--- config.mk ---
export PLATFORM = sky130hd
export DESIGN_NAME = i2s_tx_dsp_channel
export DESIGN_NICKNAME = d
export VERILOG_FILES = /design/src/rtl/i2s_pkg.sv /design/src/rtl/i2s_tx_dsp_shifter.sv /design/src/rtl/i2s_tx_dsp_channel.sv
export SDC_FILE = /design/constraint.sdc
export NUM_CORES = 1
export LEC_CHECK = 0
export BUFFER_PORTS_ARGS = -buffer_cell sky130_fd_sc_hd__buf_4
export CORE_MARGIN = 2
export CORE_UTILIZATION = 65
export CTS_CLUSTER_SIZE = 8
export DETAILED_ROUTE_END_ITERATION = 7
export MAX_ROUTING_LAYER = met4
export PLACE_DENSITY = 0.85
export SLEW_MARGIN = 40
export SYNTH_ARGS = -nofsm -noshare
export SYNTH_HDL_FRONTEND = slang
export SYNTH_HIERARCHICAL = 1
export SYNTH_SLANG_ARGS = --single-unit
export TNS_END_PERCENT = 1
--- constraint.sdc ---
create_clock -name sck_i -period 7.2 [get_ports sck_i]
set_input_delay 0.72 -clock sck_i [delete_from_list [all_inputs] [get_ports sck_i]]
set_output_delay 0.72 -clock sck_i [all_outputs]
set_load 0.1 [all_outputs]
--- src/rtl/i2s_pkg.sv ---
// Shared definitions for the I2S DSP/TDM transmit channel.
//   tx_dsp_state_t : transmit FSM states
//   BITS_*         : supported word sizes, expressed as bits-per-word minus 1
//   snap_num_bits  : maps a bit-count setting onto a supported word size
package i2s_pkg;

  typedef enum logic [1:0] {
    IDLE,
    OFFSET,
    RUN,
    DONE
  } tx_dsp_state_t;

  localparam logic [4:0] BITS_8  = 5'd7;
  localparam logic [4:0] BITS_16 = 5'd15;
  localparam logic [4:0] BITS_24 = 5'd23;
  localparam logic [4:0] BITS_32 = 5'd31;

  // Only 8/16/24/32-bit words are supported; any other setting is rounded
  // up to the next supported size so the bit counter always terminates on
  // a byte boundary.
  function automatic logic [4:0] snap_num_bits(input logic [4:0] num_bits);
    logic [4:0] snapped;
    case (num_bits[4:3])
      2'd0:    snapped = BITS_8;
      2'd1:    snapped = BITS_16;
      2'd2:    snapped = BITS_24;
      default: snapped = BITS_32;
    endcase
    return snapped;
  endfunction

endpackage

--- src/rtl/i2s_tx_dsp_shifter.sv ---
// One serialising shift register for a single TX channel.
// The first bit of a word is registered onto sdo on the load edge itself;
// every shift edge then presents the next bit.
//   clk, rst_n : bit clock, asynchronous active-low reset
//   clr        : synchronous clear of register and output
//   load       : capture load_data and drive its first bit
//   shift      : drive the next bit of the held word
//   lsb_first  : 1 = bit 0 upward, 0 = bit last_bit downward
//   last_bit   : index of the top bit of the word
//   load_data  : word to serialise (LSB-aligned)
//   sdo        : registered serial output
module i2s_tx_dsp_shifter
  import i2s_pkg::*;
(
  input  logic        clk,
  input  logic        rst_n,
  input  logic        clr,
  input  logic        load,
  input  logic        shift,
  input  logic        lsb_first,
  input  logic [4:0]  last_bit,
  input  logic [31:0] load_data,
  output logic        sdo
);

  logic [31:0] shreg;

  // The register holds the bits still to be sent. MSB-first keeps the next
  // bit at index last_bit by shifting left, so bits above last_bit never
  // reach the output.
  always_ff @(posedge clk or negedge rst_n) begin
    if (!rst_n) begin
      shreg <= '0;
      sdo   <= 1'b0;
    end else if (clr) begin
      shreg <= '0;
      sdo   <= 1'b0;
    end else if (load) begin
      if (lsb_first) begin
        sdo   <= load_data[0];
        shreg <= load_data >> 1;
      end else begin
        sdo   <= load_data[last_bit];
        shreg <= load_data << 1;
      end
    end else if (shift) begin
      if (lsb_first) begin
        sdo   <= shreg[0];
        shreg <= shreg >> 1;
      end else begin
        sdo   <= shreg[last_bit];
        shreg <= shreg << 1;
      end
    end
  end

endmodule

--- src/rtl/i2s_tx_dsp_channel.sv ---
// Slave-mode DSP/TDM transmit channel. Prefetches words from the TX FIFO
// into one buffer per channel, waits for a frame sync on i2s_ws_i, skips a
// programmable number of sck cycles and serialises ch0 (and ch1 in
// two-channel mode) on posedge sck_i.
//   sck_i, rstn_i          : bit clock, asynchronous active-low reset
//   i2s_ws_i               : external frame sync
//   i2s_ch0_o, i2s_ch1_o   : serial data outputs
//   fifo_data_*            : TX FIFO valid/ready interface
//   fifo_err_o             : one-cycle pulse when a word had to be zero-filled
//   cfg_*                  : enable, channel mode, word size, word count,
//                            bit order, continuous mode, frame-sync offset
module i2s_tx_dsp_channel
  import i2s_pkg::*;
(
  input  logic        sck_i,
  input  logic        rstn_i,
  input  logic        i2s_ws_i,
  output logic        i2s_ch0_o,
  output logic        i2s_ch1_o,
  input  logic [31:0] fifo_data_i,
  input  logic        fifo_data_valid_i,
  output logic        fifo_data_ready_o,
  output logic        fifo_err_o,
  input  logic        cfg_en_i,
  input  logic        cfg_2ch_i,
  input  logic [4:0]  cfg_num_bits_i,
  input  logic [3:0]  cfg_num_word_i,
  input  logic        cfg_lsb_first_i,
  input  logic        cfg_tx_continuous_i,
  input  logic [8:0]  cfg_slave_dsp_offset_i
);

  tx_dsp_state_t state, state_next;

  logic [31:0] buf0, buf1;
  logic        buf0_v, buf1_v;
  logic [4:0]  count_bit;
  logic [4:0]  count_word;   // one bit wider so num_word=15 (16 words) fits
  logic [8:0]  count_offset;

  logic [4:0]  last_bit;
  logic [4:0]  word_total;
  logic        need_more;
  logic        underrun;
  logic        accept;
  logic        load, shift, flush, going_done, out_clr;
  logic [31:0] load_data0, load_data1;

  assign last_bit   = snap_num_bits(cfg_num_bits_i);
  assign word_total = {1'b0, cfg_num_word_i} + 5'd1;

  // In counted mode stop prefetching once every word of the burst has been
  // loaded, so surplus FIFO words stay in the FIFO.
  assign need_more = cfg_tx_continuous_i | (count_word <= {1'b0, cfg_num_word_i});

  assign fifo_data_ready_o = rstn_i & cfg_en_i & (state != DONE) & need_more &
                             (~buf0_v | (cfg_2ch_i & ~buf1_v));
  assign accept   = fifo_data_valid_i & fifo_data_ready_o;
  assign underrun = ~buf0_v | (cfg_2ch_i & ~buf1_v);

  // Empty buffers load as zero; ch1 is forced to zero in one-channel mode.
  assign load_data0 = buf0_v ? buf0 : '0;
  assign load_data1 = (cfg_2ch_i & buf1_v) ? buf1 : '0;

  always_comb begin
    state_next = state;
    load       = 1'b0;
    shift      = 1'b0;
    flush      = 1'b0;
    going_done = 1'b0;
    if (!cfg_en_i) begin
      state_next = IDLE;
      flush      = 1'b1;
    end else begin
      case (state)
        IDLE: begin
          if (i2s_ws_i) begin
            if (cfg_slave_dsp_offset_i == 9'd0) begin
              state_next = RUN;
              load       = 1'b1;
            end else begin
              state_next = OFFSET;
            end
          end
        end
        OFFSET: begin
          if (count_offset == cfg_slave_dsp_offset_i) begin
            state_next = RUN;
            load       = 1'b1;
          end
        end
        RUN: begin
          if (count_bit == last_bit) begin
            if (!cfg_tx_continuous_i && (count_word == word_total)) begin
              state_next = DONE;
              going_done = 1'b1;
            end else begin
              load = 1'b1;
            end
          end else begin
            shift = 1'b1;
          end
        end
        DONE: ;
        default: state_next = IDLE;
      endcase
    end
  end

  assign out_clr = flush | going_done;

  always_ff @(posedge sck_i or negedge rstn_i) begin
    if (!rstn_i) begin
      state        <= IDLE;
      count_bit    <= '0;
      count_word   <= '0;
      count_offset <= '0;
      fifo_err_o   <= 1'b0;
    end else begin
      state      <= state_next;
      fifo_err_o <= load & underrun;

      // The edge leaving IDLE counts as the first offset cycle, so offset N
      // puts the first bit N cycles later than offset 0.
      if (state_next == OFFSET) count_offset <= count_offset + 9'd1;
      else                      count_offset <= '0;

      if (load || out_clr) count_bit <= '0;
      else if (shift)      count_bit <= count_bit + 5'd1;

      if (flush)                             count_word <= '0;
      else if (load && !cfg_tx_continuous_i) count_word <= count_word + 5'd1;
    end
  end

  // On a load edge both buffers are released, so a word arriving on that
  // same edge is the start of the next pair and goes to buf0.
  always_ff @(posedge sck_i or negedge rstn_i) begin
    if (!rstn_i) begin
      buf0   <= '0;
      buf1   <= '0;
      buf0_v <= 1'b0;
      buf1_v <= 1'b0;
    end else if (flush) begin
      buf0_v <= 1'b0;
      buf1_v <= 1'b0;
    end else begin
      if (load) begin
        buf0_v <= 1'b0;
        buf1_v <= 1'b0;
      end
      if (accept) begin
        if (!buf0_v || load) begin
          buf0   <= fifo_data_i;
          buf0_v <= 1'b1;
        end else begin
          buf1   <= fifo_data_i;
          buf1_v <= 1'b1;
        end
      end
    end
  end

  i2s_tx_dsp_shifter u_shift_ch0 (
    .clk       (sck_i),
    .rst_n     (rstn_i),
    .clr       (out_clr),
    .load      (load),
    .shift     (shift),
    .lsb_first (cfg_lsb_first_i),
    .last_bit  (last_bit),
    .load_data (load_data0),
    .sdo       (i2s_ch0_o)
  );

  i2s_tx_dsp_shifter u_shift_ch1 (
    .clk       (sck_i),
    .rst_n     (rstn_i),
    .clr       (out_clr),
    .load      (load),
    .shift     (shift),
    .lsb_first (cfg_lsb_first_i),
    .last_bit  (last_bit),
    .load_data (load_data1),
    .sdo       (i2s_ch1_o)
  );

endmodule
==> impl_metrics.ini <==
[grt]
antenna_found_initial = 0
grt_pass1_wl_um = 38800
track_usage_pct = 31.1
grt_max_degree = 86
grt_pass1_vias = 7407
overflow = 0

[yosys]
synth_area_leaders = dfrtp_1, mux2i_1, mux4_2
synthAdderAreaFrac_pct = 1.00
synthFlopType = dfrtp_1
synth-edff-count = 0
synth_most_common_cell = dfrtp_1
synth_top_family_by_area = multiplexers
synth_top_area_share_pct = 38.5
synthArstFlopShare_pct = 100
synth_area_um2 = 10000
ys_seq_elements = 154
yosysUniqueCellTypes = 62
synth_xor_area_share_pct = 2.43
synth-simple-area-share_pct = 14.5
synth_compound_area_share_pct = 11.5
yosysWarnings = 6
synth_top_cell_by_area = dfrtp_1
syn_area_per_cell_um2 = 10.4
syn_inst = 966
synth_common_cells = dfrtp_1, nor2_1, mux2i_1
synthMuxAreaShare_pct = 27.7
ys_seq_area_share_pct = 38.5

[drt]
postRouteAntennaNets = 0
totalWireLength_um = 23400
first_iter_violations = 723
drt-pass1-iter-count = 5
num_vias = 7752
routed_via_density = 6.59
wl_per_cell_um = 19.9
drc = 0

[floorplanning]
die_area_um2 = 16400
die_h_um = 128
ios = 62
fp.dieW_um = 128
core_um2 = 15100
start_util_pct = 66.3
rows = 45

[min_path]
hold_class = in -> async

[timing]
slew_headroom_pct = 45.4
hold_viol = 0
max_freq_mhz = 298
fin_crit_ps = 3360
rsz0062_at_grt = no
finalSetupViolCount = 0
tightest_slew_ps = 819
slew_violations = 0
totalNegativeSetupSlack_ps = 0
fin_skew_ps = 8.93
setup_slack_ps = 3840
finalCritPeriodShare_pct = 46.7

[layout]
regArea_um2 = 3860
drive_gt1_share_pct = 18.5
multi_input_area_um2 = 5770
antenna_cells = 0
area_delta_synth_final_pct = 10.1
fin_nets = 1042
utilization_pct = 73.0
final_cells = 1177
fillCellCount = 1053

[cts]
cts.path.max_buffers = 2
cts-root-buf = clkbuf_16
post_cts_resize_count = 0
cts_tree = yes
cts.clk_slew.worst_paths_ps = 70
postCtsSetupRepairBufs = 0
cts_htree_levels = 4
cts_made_buffers = 17
hold_buffers = 0
insertion_delay_ps = 430
clkSinkCount = 154

[worst_setup_path]
max_stage_delay_ps = 560
crit_path_end_kind = flop
crit_buf_inv = 2
worstPathArrival_ps = 3700
required_ps = 7540
cp_slowest_cell = a221oi_4
cp_top_family = compound AO/OA/AOI/OAI gates
path_max_fanout = 85
critPathKind = in -> reg
timing.critical_path.cells = buf_4 > ha_1 > xor3_1 > o22ai_2 > nand3_2 > a221oi_4 > nor3_2 > buf_6 > nor2_2 > a22o_1 > a221oi_1 > o32ai_1
startpoint_type = input pin

[power_and_ir_drop]
irDropWorstVdd_mv = 0.209
cellPowerDensity_nw_per_um2 = 215
p_leak_uw = 0.00487

[placement]
dp_hpwl_um = 15300
gp_congestion = 0.862
place_ws_ps = 3060
io_buffer_count = 58
dpl.cell_count = 1145

[run_status]
outcome = finished, final reports clean

[flow_run]
maxCapViolations = 0
## final cells by class
cell class / count / area share (%)
Sequential cell: 154 / 35.0
Tap cell: 188 / 2.14
Clock buffer: 21 / 4.27
Inverter: 12 / 0.409
Clock inverter: 11 / 0.977
Timing Repair Buffer: 67 / 4.76
Multi-Input combinational cell: 724 / 52.4
## power breakdown
group | total, uW | switching (uW) | internal, uW
Sequential | 1080 | 86.7 | 995
Clock | 886 | 378 | 508
Combinational | 404 | 207 | 197
## worst register-to-register path: stages (launching register included)
cell	delay, ps
dfrtp_1	490
xor3_1	470
o22ai_2	160
nand3_2	110
a221oi_4	560
nor3_2	130
buf_6	300
nor2_2	560
a22o_1	250
a221oi_1	80
o32ai_1	120
## routing by layer
| metal | GRT usage, % | share of wire (%) |
|---|---|---|
| met3 | 4.26 | 5.8 |
| met2 | 48.2 | 49 |
| met1 | 43.1 | 43 |
| met4 | 9.95 | 1.9 |
| met5 | - | 0 |
## registers in the layout (all words and copies together), names as in the netlist
signal and count:
buf1 32, count_word 5, u_shift_ch0/shreg 32, count_bit 5
u_shift_ch0/sdo 1, u_shift_ch1/sdo 1, fifo_err_o 1, state 2
buf0_v 1, count_offset 9, buf0 32, u_shift_ch1/shreg 32
buf1_v 1
## worst paths after layout
kind	from	to	slack (ps)	depth (start not counted)
max	cfg_num_word_i[0]	u_shift_ch1/sdo	3840	12
min	rstn_i	u_shift_ch1/shreg[20]	170	1
max reg2reg	count_word[2]	u_shift_ch1/sdo	3880	10
min reg2reg	buf1[9]	buf1[9]	480	1
max in group asynchronous	rstn_i	buf0_v	6090	2
min in group sck_i	buf1[9]	buf1[9]	480	1
## per-stage QoR
step | hold slack (ps) | power (uW) | instance area [um2]
after floorplan | 424 | 1360 | 10000
after global placement | 459 | 1470 | 10400
after detailed placement | 471 | 1490 | 10400
after CTS | 166 | 2380 | 11000
after global routing | 182 | 2470 | 11000
final | 166 | 2370 | 11000
## cell families (layout without fill, tap and decap cells)
group	count (synthesis)	count (layout)
compound gates	176	176
other cells	1	8
buf+inv	95	111
mux	216	216
simple gates	290	290
flops	154	154
fa+ha+maj	8	8
xor+xnor	26	26
## placed cells by master (no fill, tap or decap), types with 9 or more instances in the layout
cell and n:
o21ai_0 17, mux2_2 34, and3_1 36, mux2i_1 106, nand2_1 27, mux2_1 36
dfrtp_1 152, mux4_2 34, a211oi_1 51, xnor2_1 16, nor2_1 127, clkbuf_16 17
nand3_1 17, xor2_1 9, and2_1 33, a21oi_1 73, buf_4 62, inv_1 12
Power figures use the tool's default switching activity.
